**config.mk**
```make
export PLATFORM = sky130hd
export DESIGN_NAME = model_sequencer
export DESIGN_NICKNAME = d
export VERILOG_FILES = /design/src/rtl/model_pkg.sv /design/src/rtl/model_desc_decode.sv /design/src/rtl/model_sequencer.sv
export SDC_FILE = /design/constraint.sdc
export NUM_CORES = 1
export LEC_CHECK = 0
export BUFFER_PORTS_ARGS = -buffer_cell sky130_fd_sc_hd__clkbuf_2
export CAP_MARGIN = 10
export CELL_PAD_IN_SITES_DETAIL_PLACEMENT = 0
export CELL_PAD_IN_SITES_GLOBAL_PLACEMENT = 1
export CORE_MARGIN = 3
export CORE_UTILIZATION = 34
export CTS_CLUSTER_DIAMETER = 100
export DETAILED_ROUTE_END_ITERATION = 6
export GPL_ROUTABILITY_DRIVEN = 0
export PLACE_DENSITY_LB_ADDON = 0.1
export SETUP_SLACK_MARGIN = 0.5
export SLEW_MARGIN = 20
export SYNTH_ARGS = -nofsm -noshare
export SYNTH_HDL_FRONTEND = slang
export SYNTH_SLANG_ARGS = --single-unit
```
**constraint.sdc**
```tcl
create_clock -name clk -period 3.5 [get_ports clk]
set_input_delay 0.175 -clock clk [delete_from_list [all_inputs] [get_ports clk]]
set_output_delay 0.175 -clock clk [all_outputs]
set_load 0.1 [all_outputs]
```
**src/rtl/model_pkg.sv**
```systemverilog
// Shared definitions for the model descriptor sequencer:
// descriptor field positions, stride and FSM encoding.
package model_pkg;

   localparam int DESC_WORDS = 3;

   localparam int W0_LAST    = 17;
   localparam int W0_ACT_HI  = 16;
   localparam int W0_ACT_LO  = 14;
   localparam int W0_WB_HI   = 10;
   localparam int W0_WB_LO   = 0;
   localparam int WX_LEN_HI  = 17;
   localparam int WX_LEN_LO  = 9;
   localparam int WX_BASE_HI = 8;
   localparam int WX_BASE_LO = 0;

   typedef enum logic [2:0] {
      S_IDLE,
      S_RD0,
      S_RD1,
      S_RD2,
      S_CAP,
      S_ISSUE,
      S_DONE
   } state_t;

   typedef struct packed {
      logic       last;
      logic [2:0] act;
      logic [10:0] wbase;
      logic [8:0] in_base;
      logic [8:0] in_len;
      logic [8:0] out_base;
      logic [8:0] out_len;
   } desc_t;

endpackage

```
**src/rtl/model_desc_decode.sv**
```systemverilog
// Splits the three captured descriptor words into layer fields.
// Reserved bits of W0 are intentionally ignored.
module model_desc_decode
   import model_pkg::*;
#(
   parameter int MODEL_DATA_WIDTH = 18
) (
   input  logic [MODEL_DATA_WIDTH-1:0] w0,
   input  logic [MODEL_DATA_WIDTH-1:0] w1,
   input  logic [MODEL_DATA_WIDTH-1:0] w2,
   output desc_t                       desc
);

   always_comb begin
      desc          = '0;
      desc.last     = w0[W0_LAST];
      desc.act      = w0[W0_ACT_HI:W0_ACT_LO];
      desc.wbase    = w0[W0_WB_HI:W0_WB_LO];
      desc.in_len   = w1[WX_LEN_HI:WX_LEN_LO];
      desc.in_base  = w1[WX_BASE_HI:WX_BASE_LO];
      desc.out_len  = w2[WX_LEN_HI:WX_LEN_LO];
      desc.out_base = w2[WX_BASE_HI:WX_BASE_LO];
   end

endmodule

```
**src/rtl/model_sequencer.sv**
```systemverilog
// Walks a chain of 3-word layer descriptors in model memory
// and issues each layer over a valid/ready handshake.
module model_sequencer
   import model_pkg::*;
#(
   parameter int MODEL_ADDR_WIDTH = 10,
   parameter int MODEL_DATA_WIDTH = 18,
   parameter int MAX_LAYERS       = 64
) (
   input  logic                        clk,
   input  logic                        rst_n,
   input  logic                        start,
   input  logic                        abort,
   input  logic [MODEL_ADDR_WIDTH-1:0] base_addr,
   output logic                        busy,
   output logic                        done,
   output logic                        error,
   input  logic                        ld_req,
   input  logic [MODEL_ADDR_WIDTH-1:0] ld_addr,
   input  logic [MODEL_DATA_WIDTH-1:0] ld_data,
   output logic                        ld_ack,
   output logic                        mm_ena,
   output logic                        mm_wea,
   output logic [MODEL_ADDR_WIDTH-1:0] mm_addra,
   output logic [MODEL_DATA_WIDTH-1:0] mm_dla,
   output logic                        mm_enb,
   output logic [MODEL_ADDR_WIDTH-1:0] mm_addrb,
   input  logic [MODEL_DATA_WIDTH-1:0] mm_dob,
   output logic                        lyr_valid,
   input  logic                        lyr_ready,
   output logic                        lyr_last,
   output logic [2:0]                  lyr_act,
   output logic [10:0]                 lyr_wbase,
   output logic [8:0]                  lyr_in_base,
   output logic [8:0]                  lyr_in_len,
   output logic [8:0]                  lyr_out_base,
   output logic [8:0]                  lyr_out_len,
   output logic [5:0]                  lyr_idx
);

   localparam int AW = MODEL_ADDR_WIDTH;
   localparam int IW = 6;

   state_t                state;
   state_t                next;
   logic [AW-1:0]         ptr;
   logic [IW-1:0]         idx;
   logic                  err;
   logic [MODEL_DATA_WIDTH-1:0] w0;
   logic [MODEL_DATA_WIDTH-1:0] w1;
   logic [MODEL_DATA_WIDTH-1:0] w2;
   desc_t                 desc;
   logic                  at_limit;
   logic                  take;

   model_desc_decode #(
      .MODEL_DATA_WIDTH(MODEL_DATA_WIDTH)
   ) u_decode (
      .w0  (w0),
      .w1  (w1),
      .w2  (w2),
      .desc(desc)
   );

   assign busy     = (state != S_IDLE);
   assign ld_ack   = ld_req & ~busy & rst_n;
   assign mm_ena   = ld_ack;
   assign mm_wea   = ld_ack;
   assign mm_addra = ld_addr;
   assign mm_dla   = ld_data;
   assign at_limit = (idx == IW'(MAX_LAYERS - 1));
   assign take     = (state == S_ISSUE) & lyr_ready & ~abort;

   assign error        = err;
   assign lyr_idx      = idx;
   assign lyr_last     = desc.last;
   assign lyr_act      = desc.act;
   assign lyr_wbase    = desc.wbase;
   assign lyr_in_base  = desc.in_base;
   assign lyr_in_len   = desc.in_len;
   assign lyr_out_base = desc.out_base;
   assign lyr_out_len  = desc.out_len;

   always_comb begin
      next      = state;
      mm_enb    = 1'b0;
      mm_addrb  = ptr;
      lyr_valid = 1'b0;
      done      = 1'b0;
      unique case (state)
         S_IDLE: if (start) next = S_RD0;
         S_RD0: begin
            mm_enb = 1'b1;
            next   = S_RD1;
         end
         S_RD1: begin
            mm_enb   = 1'b1;
            mm_addrb = ptr + AW'(1);
            next     = S_RD2;
         end
         S_RD2: begin
            mm_enb   = 1'b1;
            mm_addrb = ptr + AW'(2);
            next     = S_CAP;
         end
         S_CAP: next = S_ISSUE;
         S_ISSUE: begin
            lyr_valid = 1'b1;
            if (lyr_ready) begin
               next = (desc.last | at_limit) ? S_DONE : S_RD0;
            end
         end
         S_DONE: begin
            done = 1'b1;
            next = S_IDLE;
         end
         default: next = S_IDLE;
      endcase
      // abort wins over any handshake in flight
      if (abort && state != S_IDLE) next = S_IDLE;
   end

   always_ff @(posedge clk) begin
      if (!rst_n) begin
         state <= S_IDLE;
         ptr   <= '0;
         idx   <= '0;
         err   <= 1'b0;
         w0    <= '0;
         w1    <= '0;
         w2    <= '0;
      end else begin
         state <= next;
         if (state == S_IDLE && start) begin
            ptr <= base_addr;
            idx <= '0;
            err <= 1'b0;
         end
         if (state == S_RD1) w0 <= mm_dob;
         if (state == S_RD2) w1 <= mm_dob;
         if (state == S_CAP) w2 <= mm_dob;
         if (take && !desc.last) begin
            if (at_limit) begin
               err <= 1'b1;
            end else begin
               ptr <= ptr + AW'(DESC_WORDS);
               idx <= idx + IW'(1);
            end
         end
      end
   end

endmodule

```
---- After elaboration in Yosys (flattened, before gate mapping) ----
Index checks and enable logic that the tools add are counted.
word-level totals
  register bits after elaboration ......... 74
  word-level logic and storage cells ...... 54
cells by class
  bitwise logic cells ..................... 8
  mux-type cells .......................... 17
  add/subtract/negate cells ............... 4
  reduce and logical (&&, ||, !) cells .... 9
  equality and inequality tests ........... 9
operator list
  kind                                           count
  two-way mux 10 bit                             3
  adder 10 x 2 -> 10 bit, second input constant  2
  one-hot mux 10 bit (2 select lines)            1
  two-way mux 6 bit                              3
  one-hot mux 3 bit (6 select lines)             1
  adder 10 x 1 -> 10 bit, second input constant  1
  == test 3 bit, second input constant           3
  two-way mux 3 bit                              3
  adder 6 x 1 -> 6 bit, second input constant    1
  == test 3 x 2 -> 1 bit, second input constant  2
  == test 6 bit, second input constant           1
  two-way mux 1 bit                              6
  AND 1 bit                                      4
  inequality test 2 bit, second input constant   2
  == test 3 x 1 -> 1 bit, second input constant  1
  logical AND 1 bit                              3
  logical NOT 3 bit                              1
  NOT 1 bit                                      3
  nonzero test 3 bit                             1
  OR reduction 3 bit                             1
  AND reduction 2 bit                            1
  OR reduction 2 bit                             1
  logical NOT 1 bit                              1
  bitwise OR 1 bit                               1

---- Longest topological paths before layout ----
Gate-level depths: netlist of the first run.
  depth in word-level cells ............... 5
  gate-level depth with buffers ........... 7
  depth with buffers taken out ............ 6

---- Cells and area by module ----
Synthesis of the first run repeated with hierarchy kept, for this count alone.
unflattened totals
  cell total of the unflattened synthesis .. 498
  area total of the unflattened synthesis .. 3873.7 um^2
modules (own cells, without submodules)
  module             instances  seq. area each (um^2)  area each (um^2)  cells each
  model_sequencer    1          1481.4                 3490.8            447
  model_desc_decode  1          0.0                    382.9             51

---- Worst setup path after synthesis of the first run ----
Ideal clock, no wire load.
  path type ............................... reg2out
  from .................................... register state[1]
  to ...................................... output port mm_addrb[2]
  data arrival time ....................... 3197 ps
  slack ................................... 128 ps
  path buffers ............................ 2
  required time ........................... 3325 ps
  stages on the path, launching flop included .. 7
  path through ............................ dfxtp_1 > buf_4 > nor2b_1 > clkbuf_1 > nand3_1 > o21ai_0 > a221oi_1
between the ends
  word-level cells in the longest chain between the ends .. 2
  elaborated cells between the ends (all ways) .. 3
ends and longest elaborated chain
  element                                  RTL line                source
  start: declaration                       model_sequencer.sv:44   state_t state;
  start signal: assignment                 model_sequencer.sv:133  state <= next;
  == test 3 x 2 -> 1 bit                   model_sequencer.sv:90   unique case (state)
  one-hot mux 10 bit (2 select lines) (*)  model_sequencer.sv:90
  end: declaration                         model_sequencer.sv:27   output logic [MODEL_ADDR_WIDTH-1:0] mm_addrb,
Every way passes the cells marked *; elsewhere a longest branch is shown, timed or not.

---- Final worst setup path of the first run ----
  from .................................... register state[1]
  to ...................................... output port mm_addrb[8]
The elaborated chain is that of the path after synthesis.

==> results of run 1 <==
-- area by class of cell --
cell class              count  area, sq um
fillers                  1020         5370
clock buffers               9          124
inverters                   6         23.8
well taps                 129          161
repair buffers            112          571
multi-input cells         300         1540
clock inverters             7          120
flip-flops and latches     71         1420
-- critical path, stage by stage (launching register included) --
cell	delay [ps]
dfxtp_1	500
nor2b_1	440
nand4_1	270
nor2_1	190
xor2_1	160
clkbuf_2	470
-- power groups by stage --
stage / registers [mW] / clock network, mW / logic [mW]
2_1_floorplan: 1.01 / 0 / 0.489
3_3_place_gp: 0.899 / 0 / 0.559
3_5_place_dp: 0.900 / 0 / 0.562
4_1_cts: 0.881 / 0.827 / 0.562
5_1_grt: 0.888 / 0.862 / 0.589
6_report: 0.881 / 0.804 / 0.558
-- flip-flops by register name (all words and copies together), names as in the netlist --
register and cells:
w1 18, w2 18, w0 15, ptr 10, lyr_idx 6, state 3, error 1
-- stage by stage --
stage                     hold WS, ps  cell area (sq um)   util
final                            55.2               3960  0.425
after global routing             62.3               3960  0.425
after CTS                        34.4               3960  0.425
after detailed placement          351               3720  0.399
after global placement            351               3720  0.399
after floorplan                   311               3300      -
-- metal layers --
layer | part of all wire | wire, um | global-route usage
met3 | 0.063 | 589 | 0.0546
met1 | 0.48 | 4490 | 0.220
met2 | 0.44 | 4130 | 0.264
met4 | 0.013 | 124 | 0.0503
met5 | 0 | 0 | 0
-- Yosys cell counts, types with 3 or more instances --
cell	instances	area, sq um
nor3_1	5	25.0
nor2b_1	3	18.8
o311ai_0	4	35.0
o21ai_0	9	45.0
or4_1	5	37.5
nand4_1	4	25.0
dfxtp_1	71	1420
and3_1	3	18.8
nand3_1	6	30.0
xor2_1	5	43.8
inv_1	4	15.0
ha_1	5	62.6
buf_4	31	233
a22oi_1	5	37.5
a21oi_1	64	320
nor2_1	20	75.1
clkbuf_1	18	67.6
xnor2_1	4	35.0
nand2_1	127	477
a31oi_1	5	31.3
o22ai_1	3	18.8
-- cell families (layout without fill, tap and decap cells) --
kind of cell,Yosys count,in the layout,synth area share
adders and majority gates,5,5,0.0190
xor gates and xnor gates,9,9,0.0240
DFF,71,71,0.432
and+or+nand+nor,186,186,0.249
AOI/OAI and AO/OA,99,99,0.171
muxes,1,1,0.00304
buffers and inverters,58,134,0.102
-- how the worst min path moves through the flow --
stage | depth (start not counted) | from | slack [ps] | end
6_report | 3 | base_addr[8] | 60 | ptr[8]
5_1_grt | 3 | mm_dob[11] | 60 | w2[11]
2_1_floorplan | 2 | mm_dob[0] | 310 | w0[0]
4_1_cts | 3 | base_addr[8] | 30 | ptr[8]
3_3_place_gp | 0 | ld_addr[0] | 350 | mm_addra[0]
3_5_place_dp | 0 | ld_addr[0] | 350 | mm_addra[0]
-- layout by cell type, fill, tap and decap left out, drive strengths merged, types with 6 or more instances in the layout --
cell	n
clkbuf	117
nor2	20
o21ai	9
nand2	128
dfxtp	71
a21oi	64
or4	6
nand3	6
==> impl_results.md, run 1 <==
* Max Fclk at 392 MHz
* Nets at roughly 570
* Port buffer count at between 100 and 150
* Seq cells post-synth at roughly 70
* Initial Util at 0.353
* Die Y at ~100 um
* Post_cts resized at 0
* Non-filler cells, final at roughly 630
* Setup TNS at 0 ps
* Worst EP required at 3320 ps
* Worst setup path end: mm_addrb[8]
* CP startpoint kind: register
* Place WS at 1170 ps
* WS Path Type: reg -> out
* Setup WS post-layout at around 950 ps
* Ports at approximately 170
* Sink Count at 71
* DIE AREA at 0.0109 sq mm
* Placed cell count at approximately 600
* Vias per cell at between 4 and 5
* Routed WL at approximately 9.3 mm
* Crit path time final at 2550 ps
* Critical path peak fanout at 10
* Via count at 3121
* Unrepaired setup endpoints after global routing: no
* Mapped Avg Cell Area at between 7 and 8 sq um
* Die Wd at between 100 and 150 um
* Sw Ratio at 0.367
* Status: complete, no violations
* Cell-internal power at approximately 1.4 mW
* Peak VDD IR at 0.000242 V
* Synthesized cell area at ~0.0033 sq mm
* 1st-iter DRT viols at ~140
* Initial antenna violation count at 0
* Sequential share of power at 0.393
* Layout area overhead at 20.4%
* Crit. End Element: output pin
* CTS root buf: clkbuf_8
* Async set-reset flop share out of synthesis at 0
* Worst-Margin Slew at approximately 900 ps
* CTS tree: done
* RR Startpoint: state[0]
* EDFF count, synth at 0
* End of the worst register-to-register path: ptr[4]
* DR WL/cell at 14.7 um
* H-Tree Depth at 3
* Hold Violations, Final at 0
* Number of global-route vias before repair at 2908
* Slew HR at 0.400
* DRC viols at 0
* Clock Skews at approximately 10 ps
* Switching pwr at ~0.8 mW
* # setup viols final at 0
* Leak at ~1.6 nW
* Num CTS Buffers at 9
* First-pass GRT wire length at between 10 and 15 mm
* Clock power share at 0.358
* Worst R2R Setup Slack at 1140 ps
* Clock Tree Buf Depth at 2
* Max Slew Vio Count at 0
* Core Area at roughly 0.0093 sq mm
* Ys Warns at 0
* Predominant post-synthesis flop cell: dfxtp_1
* Pin count of the biggest net entering global routing at 65
* Mapped Cells at 429
* Buffer count from post-CTS setup fixing at 0
* Critical Path AT at around 2400 ps
* Antenna cells at 0
* Layout cell share with drive strength beyond 1 at 0.273
* Maxcap violations at 0
* Hold-fix buffers, CTS at 0
* Hold WC Path Type: in -> reg
* Worst reg2reg path depth at 5
* Row count at 35
* Pwr Density at 566 mW/mm^2
* Fin crit share at 0.729
* Comb power frac at 0.249
* Clk_lat worst skew at about 350 ps
* Syn Nets at 496
* Worst Setup SP: state[1]
* Pwr Total at around 2.2 mW
* Grt ovf at 0
* Post-synthesis sequential area ratio at 0.432
* Cell variety after synth at between 40 and 50
* Initial DRT Pass Iterations at 4
* Register clock-pin slew on the reported worst setup and hold paths at about 80 ps
* Overall Global Routing Usage at 0.168
* Antenna-violating nets left at 0
* DP HPWL at ~6.4 mm
(Power assumes the default switching activity.)
==> run 2: changes to the inputs <==
ABC_AREA = 1   (was default)
CORE_UTILIZATION = 32   (was 34)
clock period = 2.5 ns   (was 3.5 ns; I/O delays follow)
==> impl_results.md, run 2 <==
* # setup viols final at 0
* Multi-input logic area at around 0.0018 sq mm
* Largest area contributor in the netlist: dfxtp_1
* Die Wd at approximately 110 um
* Critical path peak fanout at 6
* Top area cells in the synthesized netlist: dfxtp_1, nor2_1, nand2_1, o21ai_0, buf_4
* Row count at 38
* Number of global-route vias before repair at roughly 3400
* Critical Path AT at ~1800 ps
* Utilization after layout at 0.416
* EDFF count, synth at 0
* Hold WC Path Type: in -> reg
* Max Fclk at around 530 MHz
* Area share of the largest cell type after synthesis at 0.395
* Non-filler cells, final at roughly 760
* Via count at roughly 3500
* CTS root buf: clkbuf_8
* Clock Skews at about 6 ps
* Placed cell count at 730
* DRC viols at 0
* Nets at roughly 680
* Antenna-violating nets left at 0
* H-Tree Depth at 3
* Cell variety after synth at 29
* Initial DRT Pass Iterations at 5
* Vias per cell at 4.67
* Crit path time final at between 1500 and 2000 ps
* Peak VDD IR at between 0.0002 and 0.0003 V
* Hold Violations, Final at 0
* Routed WL at between 10 and 15 mm
* First-pass GRT wire length at between 15 and 20 mm
* Most frequent cells after synthesis: nor2_1, nand2_1, dfxtp_1
* Fin crit share at 0.761
* Hold-fix buffers, CTS at 0
* Async set-reset flop share out of synthesis at 0
* Pin count of the biggest net entering global routing at 42
* WS Path Type: reg -> out
* Slew HR at 0.609
* Synthesized cell area at roughly 0.0036 sq mm
* Clock Tree Buf Depth at 2
* Maxcap violations at 0
* CTS tree: done
* Initial Util at 0.330
* Clk_lat worst skew at roughly 350 ps
* RR Startpoint: lyr_idx[0]
* DIE AREA at roughly 0.013 sq mm
* Mapped Avg Cell Area at ~6.8 sq um
* Initial antenna violation count at 1
* Post-synthesis sequential area ratio at 0.395
* Antenna cells at 0
* Pwr Density at around 640 mW/mm^2
* DR WL/cell at 14.3 um
* Predominant post-synthesis flop cell: dfxtp_1
* Layout area overhead at 25.9%
* Grt ovf at 0
* Status: complete, no violations
* Port buffer count at 108
* Layout cell share with drive strength beyond 1 at 0.294
* End of the worst register-to-register path: lyr_idx[0]
* Worst reg2reg path depth at 9
* Sink Count at 71
* Num CTS Buffers at 9
* Setup TNS at 0 ps
* Hold path depth at 3
* Max Slew Vio Count at 0
* Core Area at about 0.011 sq mm
* Worst EP required at approximately 2400 ps
* Fillers at approximately 1200
* Largest registers: w1 x18, w2 x18, w0 x15
* Worst R2R Setup Slack at about 860 ps
* Commonest non-fill, non-tap cell in the layout: nand2_1
* Worst-Margin Slew at 583 ps
* Overall Global Routing Usage at 0.173
* Hold path start: mm_dob[7]
* CP startpoint kind: register
* WHS Endpoint: w0[7]
* DP HPWL at 7.71 mm
* Die Y at 112 um
* Register clock-pin slew on the reported worst setup and hold paths at 80 ps
* Unrepaired setup endpoints after global routing: yes
* Ys Warns at 0
* Most frequent cells in the layout: nand2_1, nor2_1, clkbuf_2
* Seq cells post-synth at 71
* Most frequent cell after synthesis: nor2_1
* 1st-iter DRT viols at 157
* Syn Nets at slightly below 600
* Crit. End Element: output pin
* Leak at between 1.5 and 2 nW
* FF/Latch Area at 0.00145 sq mm
* Ports at between 150 and 200
* Mapped Cells at ~530
==> run 2: cell types whose count changed after synthesis, sizes merged, moves of 5 or more <==
cell	delta
nand3	+24
or4	-6
nand2	-19
o21ai	+57
a31oi	-5
clkbuf	-10
nor2	+96
inv	+31
a21oi	-38
a22oi	-5
buf	+10
==> run 2: worst max-delay path by stage <==
stage / start / to / slack, ps / depth (start not counted)
final: state[2] / mm_addrb[0] / 600 / 5
after global routing: ptr[2] / mm_addrb[9] / 500 / 8
after CTS: ptr[2] / mm_addrb[5] / 490 / 7
after detailed placement: state[1] / mm_addrb[5] / 440 / 6
after global placement: state[1] / mm_addrb[5] / 480 / 6
after floorplan: ptr[2] / mm_addrb[7] / 90 / 5
==> run 2: kinds of logic (layout without fill, tap and decap cells) <==
kind of cell | Yosys count | in the layout | share of synthesized area
fa+ha+maj | 5 | 5 | 0.0174
compound gates | 99 | 99 | 0.144
xor+xnor | 5 | 5 | 0.0122
flops | 71 | 71 | 0.395
buf+inv | 89 | 174 | 0.137
simple gates | 260 | 261 | 0.294
==> run 2: layout make-up <==
type | instances | share of cell area
Clock inverter | 5 | 0.00719
Timing Repair Buffer | 122 | 0.165
Tap cell | 140 | 0.0387
Clock buffer | 10 | 0.0304
Multi-Input combinational cell | 370 | 0.402
Inverter | 37 | 0.0365
Sequential cell | 71 | 0.320
==> run 2: per-layer routing <==
layer / routed length [um] / share of wire / track usage
met5: 9 / 0.00083 / 0
met4: 131 / 0.012 / 0.0505
met3: 603 / 0.056 / 0.0484
met2: 4890 / 0.45 / 0.277
met1: 5200 / 0.48 / 0.230
==> run 2: worst max-delay path, stage by stage (launching register included) <==
cell and delay, ps:
dfxtp_4 370, inv_8 90, nand3_4 130, buf_12 170, xor2_2 170, clkbuf_2 490
==> run 2: power breakdown <==
group          total (mW)  switching [mW]  internal (mW)
sequential           1.22          0.0511           1.17
combinational       0.811           0.626          0.185
clock               0.844           0.462          0.383
total                2.88            1.14           1.74
==> run 2: stage by stage <==
step                worst slack (ps)  power, mW  hold WS, ps  cell area [sq um]
floorplan                       93.0       2.07          268               3710
global placement                 480       2.03          251               4160
detailed placement               439       2.03          251               4160
CTS                              491       2.90         11.0               4440
global route                     498       3.01         25.7               4530
finish                           596       2.88         25.4               4530
==> run 2: what timing repair did <==
action                                  4_1_cts  5_1_grt
gates resized for setup                      23       20
buffers inserted                              5        4
cloned                                        1        0
pin swaps                                     1        3
endpoints found under the setup margin       10        7
